**src/rtl/banked_register_file_if.sv**
```systemverilog
// banked_register_file_if
//   Bus between decode/issue + writeback (master) and the banked register
//   file (slave).
//   Read side : read_rn/rm/rs addresses -> rn/rm/rs_out data, rn/rm/rs_busy
//   Write side: port A (rd_we/write_rd/rd_in), port B (rb_we/write_rb/rb_in)
//   Issue     : issue_we/issue_rd reserve a destination register
//   Direct    : pc_we/pc_in, cpsr_we/cpsr_in; raw pc_out/cpsr_out
interface banked_register_file_if #(
  parameter int WORD_SIZE  = 32,
  parameter int ADDR_WIDTH = 4
);
  logic [ADDR_WIDTH-1:0] read_rn, read_rm, read_rs;
  logic [WORD_SIZE-1:0]  rn_out, rm_out, rs_out;
  logic                  rn_busy, rm_busy, rs_busy;

  logic                  rd_we;
  logic [ADDR_WIDTH-1:0] write_rd;
  logic [WORD_SIZE-1:0]  rd_in;
  logic                  rb_we;
  logic [ADDR_WIDTH-1:0] write_rb;
  logic [WORD_SIZE-1:0]  rb_in;

  logic                  issue_we;
  logic [ADDR_WIDTH-1:0] issue_rd;

  logic [WORD_SIZE-1:0]  pc_in, cpsr_in;
  logic                  pc_we, cpsr_we;
  logic [WORD_SIZE-1:0]  pc_out, cpsr_out;

  modport master (
    output read_rn, read_rm, read_rs,
    output rd_we, write_rd, rd_in, rb_we, write_rb, rb_in,
    output issue_we, issue_rd, pc_in, cpsr_in, pc_we, cpsr_we,
    input  rn_out, rm_out, rs_out, rn_busy, rm_busy, rs_busy,
    input  pc_out, cpsr_out
  );

  modport slave (
    input  read_rn, read_rm, read_rs,
    input  rd_we, write_rd, rd_in, rb_we, write_rb, rb_in,
    input  issue_we, issue_rd, pc_in, cpsr_in, pc_we, cpsr_we,
    output rn_out, rm_out, rs_out, rn_busy, rm_busy, rs_busy,
    output pc_out, cpsr_out
  );
endinterface

```
**src/rtl/banked_register_file.sv**
```systemverilog
// banked_register_file
//   Register file for the pipelined ARM datapath: r0..r12 shared, r13/r14
//   banked by the low CPSR bits, r15 is the PC, plus a CPSR and a
//   per-register scoreboard of in-flight writes.
//   Ports:
//     clk   - clock, all state changes on the rising edge
//     reset - synchronous, active-high; clears every register and reservation
//     bus   - banked_register_file_if slave: three combinational read ports
//             with write-through bypass, two write ports (A beats B), issue
//             reservation, direct PC/CPSR writes, raw PC/CPSR outputs
module banked_register_file #(
  parameter int WORD_SIZE      = 32,
  parameter int ADDR_WIDTH     = 4,
  parameter int NUM_BANKS      = 4,
  parameter int PC_READ_OFFSET = 8
) (
  input logic                   clk,
  input logic                   reset,
  banked_register_file_if.slave bus
);
  localparam int NUM_REGS  = 2 ** ADDR_WIDTH;
  localparam int NUM_GPR   = NUM_REGS - 3;
  localparam int BANK_BITS = (NUM_BANKS > 1) ? $clog2(NUM_BANKS) : 1;

  typedef logic [ADDR_WIDTH-1:0] addr_t;
  typedef logic [WORD_SIZE-1:0]  word_t;

  localparam addr_t R13    = addr_t'(NUM_REGS - 3);
  localparam addr_t R14    = addr_t'(NUM_REGS - 2);
  localparam addr_t R15    = addr_t'(NUM_REGS - 1);
  localparam word_t PC_OFS = word_t'(PC_READ_OFFSET);

  word_t               gpr_q [NUM_GPR];
  word_t               r13_q [NUM_BANKS];
  word_t               r14_q [NUM_BANKS];
  word_t               pc_q;
  word_t               cpsr_q;
  logic [NUM_REGS-1:0] sb_q;

  // Local copies of the bus inputs keep the read function free of
  // hierarchical references.
  logic  rd_we, rb_we, issue_we, pc_we, cpsr_we;
  addr_t write_rd, write_rb, issue_rd;
  word_t rd_in, rb_in, pc_in, cpsr_in;

  assign rd_we    = bus.rd_we;
  assign rb_we    = bus.rb_we;
  assign issue_we = bus.issue_we;
  assign pc_we    = bus.pc_we;
  assign cpsr_we  = bus.cpsr_we;
  assign write_rd = bus.write_rd;
  assign write_rb = bus.write_rb;
  assign issue_rd = bus.issue_rd;
  assign rd_in    = bus.rd_in;
  assign rb_in    = bus.rb_in;
  assign pc_in    = bus.pc_in;
  assign cpsr_in  = bus.cpsr_in;

  // Bank comes from the registered CPSR only, so a CPSR write changes the
  // r13/r14 view from the following cycle. A single bank always selects 0.
  logic [BANK_BITS-1:0] bank;
  assign bank = (NUM_BANKS == 1) ? '0 : cpsr_q[BANK_BITS-1:0];

  // Same address implies same bank, because reads and writes share `bank`.
  function automatic word_t read_port(addr_t a);
    word_t v;
    if (rd_we && write_rd == a)      v = rd_in;
    else if (rb_we && write_rb == a) v = rb_in;
    else if (a == R15)               v = pc_q;
    else if (a == R14)               v = r14_q[bank];
    else if (a == R13)               v = r13_q[bank];
    else                             v = gpr_q[a];
    // r15 reads see the pipeline-visible PC, bypassed or not.
    if (a == R15) v = v + PC_OFS;
    return v;
  endfunction

  assign bus.rn_out   = read_port(bus.read_rn);
  assign bus.rm_out   = read_port(bus.read_rm);
  assign bus.rs_out   = read_port(bus.read_rs);
  assign bus.rn_busy  = sb_q[bus.read_rn];
  assign bus.rm_busy  = sb_q[bus.read_rm];
  assign bus.rs_busy  = sb_q[bus.read_rs];
  assign bus.pc_out   = pc_q;
  assign bus.cpsr_out = cpsr_q;

  always_ff @(posedge clk) begin
    if (reset) begin
      // NOTE: this storage is plain flops, not an SRAM macro, and reset must
      // leave every register architecturally zero, so the arrays are cleared
      // in full here.
      for (int i = 0; i < NUM_GPR; i++)   gpr_q[i] <= '0;
      for (int b = 0; b < NUM_BANKS; b++) begin
        r13_q[b] <= '0;
        r14_q[b] <= '0;
      end
      pc_q   <= '0;
      cpsr_q <= '0;
      sb_q   <= '0;
    end else begin
      // NOTE: non-blocking assignments, and when several of them below hit
      // the same register the last one in program order wins; the ordering
      // (pc_we, then port B, then port A; clears before issue) is how the
      // priority rules are expressed.
      if (pc_we)   pc_q   <= pc_in;
      if (cpsr_we) cpsr_q <= cpsr_in;

      if (rb_we) begin
        if (write_rb == R15)      pc_q         <= rb_in;
        else if (write_rb == R14) r14_q[bank]  <= rb_in;
        else if (write_rb == R13) r13_q[bank]  <= rb_in;
        else                      gpr_q[write_rb] <= rb_in;
      end

      if (rd_we) begin
        if (write_rd == R15)      pc_q         <= rd_in;
        else if (write_rd == R14) r14_q[bank]  <= rd_in;
        else if (write_rd == R13) r13_q[bank]  <= rd_in;
        else                      gpr_q[write_rd] <= rd_in;
      end

      // Writeback releases a reservation; a same-cycle new issue re-arms it.
      if (rb_we)    sb_q[write_rb] <= 1'b0;
      if (rd_we)    sb_q[write_rd] <= 1'b0;
      if (issue_we) sb_q[issue_rd] <= 1'b1;
    end
  end
endmodule

```
**src/flat_wrapper.sv**
```systemverilog
// flat-port wrapper written by rule: the top's interface ports become plain ports
module banked_register_file_flat 
#(
  parameter int WORD_SIZE      = 32,
  parameter int ADDR_WIDTH     = 4,
  parameter int NUM_BANKS      = 4,
  parameter int PC_READ_OFFSET = 8
)
  (clk, reset, bus_read_rn, bus_read_rm, bus_read_rs, bus_rd_we, bus_write_rd, bus_rd_in, bus_rb_we, bus_write_rb, bus_rb_in, bus_issue_we, bus_issue_rd, bus_pc_in, bus_cpsr_in, bus_pc_we, bus_cpsr_we, bus_rn_out, bus_rm_out, bus_rs_out, bus_rn_busy, bus_rm_busy, bus_rs_busy, bus_pc_out, bus_cpsr_out);
  banked_register_file_if #(.WORD_SIZE(WORD_SIZE), .ADDR_WIDTH(ADDR_WIDTH)) bus_i ();
  input logic clk;
  input logic reset;
  input wire logic [$bits(bus_i.read_rn)-1:0] bus_read_rn;
  input wire logic [$bits(bus_i.read_rm)-1:0] bus_read_rm;
  input wire logic [$bits(bus_i.read_rs)-1:0] bus_read_rs;
  input wire logic [$bits(bus_i.rd_we)-1:0] bus_rd_we;
  input wire logic [$bits(bus_i.write_rd)-1:0] bus_write_rd;
  input wire logic [$bits(bus_i.rd_in)-1:0] bus_rd_in;
  input wire logic [$bits(bus_i.rb_we)-1:0] bus_rb_we;
  input wire logic [$bits(bus_i.write_rb)-1:0] bus_write_rb;
  input wire logic [$bits(bus_i.rb_in)-1:0] bus_rb_in;
  input wire logic [$bits(bus_i.issue_we)-1:0] bus_issue_we;
  input wire logic [$bits(bus_i.issue_rd)-1:0] bus_issue_rd;
  input wire logic [$bits(bus_i.pc_in)-1:0] bus_pc_in;
  input wire logic [$bits(bus_i.cpsr_in)-1:0] bus_cpsr_in;
  input wire logic [$bits(bus_i.pc_we)-1:0] bus_pc_we;
  input wire logic [$bits(bus_i.cpsr_we)-1:0] bus_cpsr_we;
  output wire logic [$bits(bus_i.rn_out)-1:0] bus_rn_out;
  output wire logic [$bits(bus_i.rm_out)-1:0] bus_rm_out;
  output wire logic [$bits(bus_i.rs_out)-1:0] bus_rs_out;
  output wire logic [$bits(bus_i.rn_busy)-1:0] bus_rn_busy;
  output wire logic [$bits(bus_i.rm_busy)-1:0] bus_rm_busy;
  output wire logic [$bits(bus_i.rs_busy)-1:0] bus_rs_busy;
  output wire logic [$bits(bus_i.pc_out)-1:0] bus_pc_out;
  output wire logic [$bits(bus_i.cpsr_out)-1:0] bus_cpsr_out;
  assign bus_i.read_rn = bus_read_rn;
  assign bus_i.read_rm = bus_read_rm;
  assign bus_i.read_rs = bus_read_rs;
  assign bus_i.rd_we = bus_rd_we;
  assign bus_i.write_rd = bus_write_rd;
  assign bus_i.rd_in = bus_rd_in;
  assign bus_i.rb_we = bus_rb_we;
  assign bus_i.write_rb = bus_write_rb;
  assign bus_i.rb_in = bus_rb_in;
  assign bus_i.issue_we = bus_issue_we;
  assign bus_i.issue_rd = bus_issue_rd;
  assign bus_i.pc_in = bus_pc_in;
  assign bus_i.cpsr_in = bus_cpsr_in;
  assign bus_i.pc_we = bus_pc_we;
  assign bus_i.cpsr_we = bus_cpsr_we;
  assign bus_rn_out = bus_i.rn_out;
  assign bus_rm_out = bus_i.rm_out;
  assign bus_rs_out = bus_i.rs_out;
  assign bus_rn_busy = bus_i.rn_busy;
  assign bus_rm_busy = bus_i.rm_busy;
  assign bus_rs_busy = bus_i.rs_busy;
  assign bus_pc_out = bus_i.pc_out;
  assign bus_cpsr_out = bus_i.cpsr_out;
  banked_register_file #(.WORD_SIZE(WORD_SIZE), .ADDR_WIDTH(ADDR_WIDTH), .NUM_BANKS(NUM_BANKS), .PC_READ_OFFSET(PC_READ_OFFSET)) u_core (.clk(clk), .reset(reset), .bus(bus_i));
endmodule
```
**config.mk**
```make
export PLATFORM = sky130hd
export DESIGN_NAME = banked_register_file_flat
export DESIGN_NICKNAME = d
export VERILOG_FILES = /design/src/rtl/banked_register_file_if.sv /design/src/rtl/banked_register_file.sv /design/src/flat_wrapper.sv
export SDC_FILE = /design/constraint.sdc
export NUM_CORES = 2
export LEC_CHECK = 0
export ABC_AREA = 1
export BUFFER_PORTS_ARGS = -buffer_cell sky130_fd_sc_hd__buf_2
export CAP_MARGIN = 10
export CORE_MARGIN = 3
export CORE_UTILIZATION = 32
export DETAILED_ROUTE_END_ITERATION = 6
export PLACE_DENSITY = 0.56
export REMOVE_ABC_BUFFERS = 1
export SYNTH_ARGS = -nofsm -noshare
export SYNTH_HDL_FRONTEND = slang
export SYNTH_SLANG_ARGS = --single-unit
```
**constraint.sdc**
```tcl
create_clock -name clk -period 5.8 [get_ports clk]
set_clock_uncertainty 0.2 [all_clocks]
set_input_delay 1.16 -clock clk [delete_from_list [all_inputs] [get_ports clk]]
set_output_delay 1.16 -clock clk [all_outputs]
set_load 0.01 [all_outputs]
```
==> results.txt <==
Status - finished, violations left
Violated checks - design-rule violations
Final max-slew violation count - 0
Sequential share of power - 38.8%
Num CTS Buffers - 102
Worst reg2reg path startpoint - u_core.bus.cpsr_out[1]
Place WS - -0.617 ns
Layout Area Growth over Synthesis - 20.7%
Worst hold start - u_core.sb_q[14]
Leakage power - 0.0308 uW
MaxCap Viol Count - 0
Share of cells above drive strength 1 - 15.1%
Sw Ratio - 34.8%
TritonCTS clock tree - done
Clock sinks - 845
HPWL after DPL - 243 mm
Post-synth EDFFs - 763
Internal power - 12200 uW
Max-slew headroom - 9.56%
Startpoint types - input port
PwrDens - 264 nW/um^2
Std cell rows - 156
Post-Synth Adder-Cell Area - 0.0641%
Crit path largest cell delay - 0.35 ns
Slew @ Worst Pin - 1.36 ns
Total core area - 181000 sq um
Post-synth ARST share - 0%
DRT antenna net count - 0
Post-Synth Simple-Gate Area - 30.6%
GR Overflow Total - 0
Starting Density - 32.3%
Routability cong. - 1.03
Clk_lat worst skew - 0.73 ns
1st-pass router iterations - 7
Share of the synthesized area in the top cell type - 39.1%
Die ar. - 188000 sq um
Total GRT Usage - 36.4%
Distinct cells, synth - 57
IR drop worst, VDD - 0.245 mV
Xor/xnor share of the synthesized area - 0.643%
Worst-path fanout max - 25
Die Ht - 434 um
First-pass GRT wire length - 484 mm
Crit path capture type - output pin
Cells after DPL - 11100
Crit path DAT - 4.41 ns
Critical R2R Capture - u_core.r14_q[3][23]
Post-synthesis sequential area ratio - 41.9%
Clock transition at path regs - 0.06 ns
Slowest CP cell - buf_4
Layout fillers - 18800
Most common cell on crit path - nand2_1
Vias in the first global route - 61300
Die Wd - 434 um
DRC - 67
Initial antenna violation count - 25
Synth cell count leaders - nand2_1 (2813), inv_1 (782), edfxtp_1 (763)
Critical path type - in2out
Iteration-0 DRC Markers - 12000
CP top delay family - buffers and inverters
Wire per inst - 31.5 um
Yosys warns - 0
Final period util - 99.5%
Hold-fix buffers, CTS - 0
Synth Register Bits - 845
Worst path depth - 19
Final net count - 9017
Num ports - 322
Yosys top cell by area - edfxtp_1
Most frequent cell after synthesis - nand2_1
CP Capture Point - bus_rs_out[20]
Crit-path cells - clkbuf_4, nand2_2, buf_12, nor2_2, inv_2, buf_4, o21ai_0, inv_1, nand2_1, nand2_1, nand2_1, nor2_1, nand3_1, nor2_1, nand2_2, inv_2, nand2_1, xor2_1, buf_2
Largest family of logic cells by synthesized area - simple AND/OR/NAND/NOR gates
Post-synthesis mux area share - 0%
Logic pwr share - 26.2%
Worst Setup SP - bus_read_rs[1]
Total net switching power - 6490 uW
H-tree levels - 3
Synth top area cells - edfxtp_1 (39%), nand2_1 (18%), nand3_1 (6.3%), inv_1 (5.0%), o22ai_1 (4.7%)
Tmin final - 5.77 ns
Via count - 68100
Final worst slack - 0.0277 ns
Clk buf depth - 3
IO buf count - 321
Reg2reg setup slack - 3.53 ns
Largest net degree at the start of global routing - 79
Final hold violation count - 0
Cells after synthesis - 8389
Via density - 6.01
Top_reg_cell synth - edfxtp_1
Worst r2r path cells - 3
Syn avg cell area - 6.98 sq um
Clock power frac - 35.0%
Final setup vio count - 0
Compound-cell area share of the yosys netlist - 15.9%
Worst hold path type - reg2reg
Crit path buffers/inverters - 7
Netlist Area Pre-Place - 58600 sq um
Final cell count without fillers - 11300
Required @ worst endpoint - 4.44 ns
Total wire length - 357 mm
Max frequency - 173 MHz
CTS root buf - clkbuf_16
==> power groups by stage <==
stage	Clock (uW)	Sequential [uW]	Combinational, uW
after detailed placement	0	7350	4600
after CTS	6540	7230	4620
after global routing	6770	7270	5060
after floorplan	0	7290	1910
after global placement	0	7350	4600
final	6540	7250	4900
==> through the flow <==
stage                     util, %  hold slack, ns  TNS (ns)  cell area, sq um  total power [uW]
after CTS                    38.7           0.269         0             70200             18400
after global routing         39.0           0.295   -0.0365             70700             19100
after floorplan                 -           0.233    -77.49             55600              9200
final                        39.0           0.268         0             70700             18700
after detailed placement     36.9           0.259     -2.23             66800             12000
after global placement       36.9           0.258     -2.96             66800             11900
==> registers in the layout (all words and copies together), names as in the netlist, named ones only <==
| name | flops |
|---|---|
| u_core.bus.cpsr_out | 32 |
| u_core.bus.pc_out | 32 |
| u_core.gpr_q | 507 |
| u_core.r13_q | 128 |
| u_core.r14_q | 128 |
| u_core.sb_q | 16 |
==> cell type report <==
| class | instances | area (sq um) | share of cell area [%] |
|---|---|---|---|
| clock buffers | 135 | 2810 | 3.97 |
| inverters | 822 | 3130 | 4.43 |
| clock inverters | 54 | 473 | 0.669 |
| well taps | 2370 | 2970 | 4.19 |
| diodes | 14 | 35.0 | 0.0495 |
| repair buffers | 1013 | 8270 | 11.7 |
| multi-input cells | 6071 | 28500 | 40.3 |
| flip-flops and latches | 845 | 24600 | 34.7 |
==> logic make-up after synthesis <==
| logic type | Yosys count |
|---|---|
| other | 1 |
| adder cells (fa/ha/maj) | 3 |
| XOR/XNOR | 43 |
| AND/OR/NAND/NOR | 4348 |
| AO/OA/AOI/OAI | 1586 |
| flip-flops | 845 |
| buffers and inverters | 1563 |
==> tightest hold or removal path, cell delays in order, from the launching register on <==
cell and delay [ns]:
dfxtp_1 0.31, nand2_1 0.06, a21oi_1 0.05
==> cells in the final DEF (no fill, tap or decap), types with 311 or more instances in the layout <==
cell      count
inv_1       774
a21oi_1     429
nand2_1    2784
nand3_1     715
o22ai_1     439
buf_4       572
o21ai_0     425
buf_2       311
nor2_1      541
edfxtp_1    763
==> worst min path at each step <==
stage | to | slack, ns | depth (start not counted)
finish | u_core.sb_q[14] | 0.27 | 2
global route | u_core.sb_q[14] | 0.30 | 2
CTS | u_core.sb_q[14] | 0.27 | 2
detailed placement | u_core.sb_q[14] | 0.26 | 2
global placement | u_core.sb_q[14] | 0.26 | 2
floorplan | u_core.sb_q[4] | 0.23 | 2
==> metal layers <==
metal / share of wire [%] / wire length [um] / global-route usage [%]
met1: 36 / 129000 / 45.8
met5: 0.011 / 40 / 0
met4: 8.4 / 30000 / 25.4
met3: 14 / 50500 / 11.3
met2: 41 / 147000 / 53.0
==> repair_timing <==
item | in CTS | in global routing
gates resized for setup | 8 | 86
endpoints found under the setup margin | 21 | 75
pin swaps | 0 | 10
cloned | 1 | 1
setup buffers | 0 | 21
(Power assumes the default switching activity.)
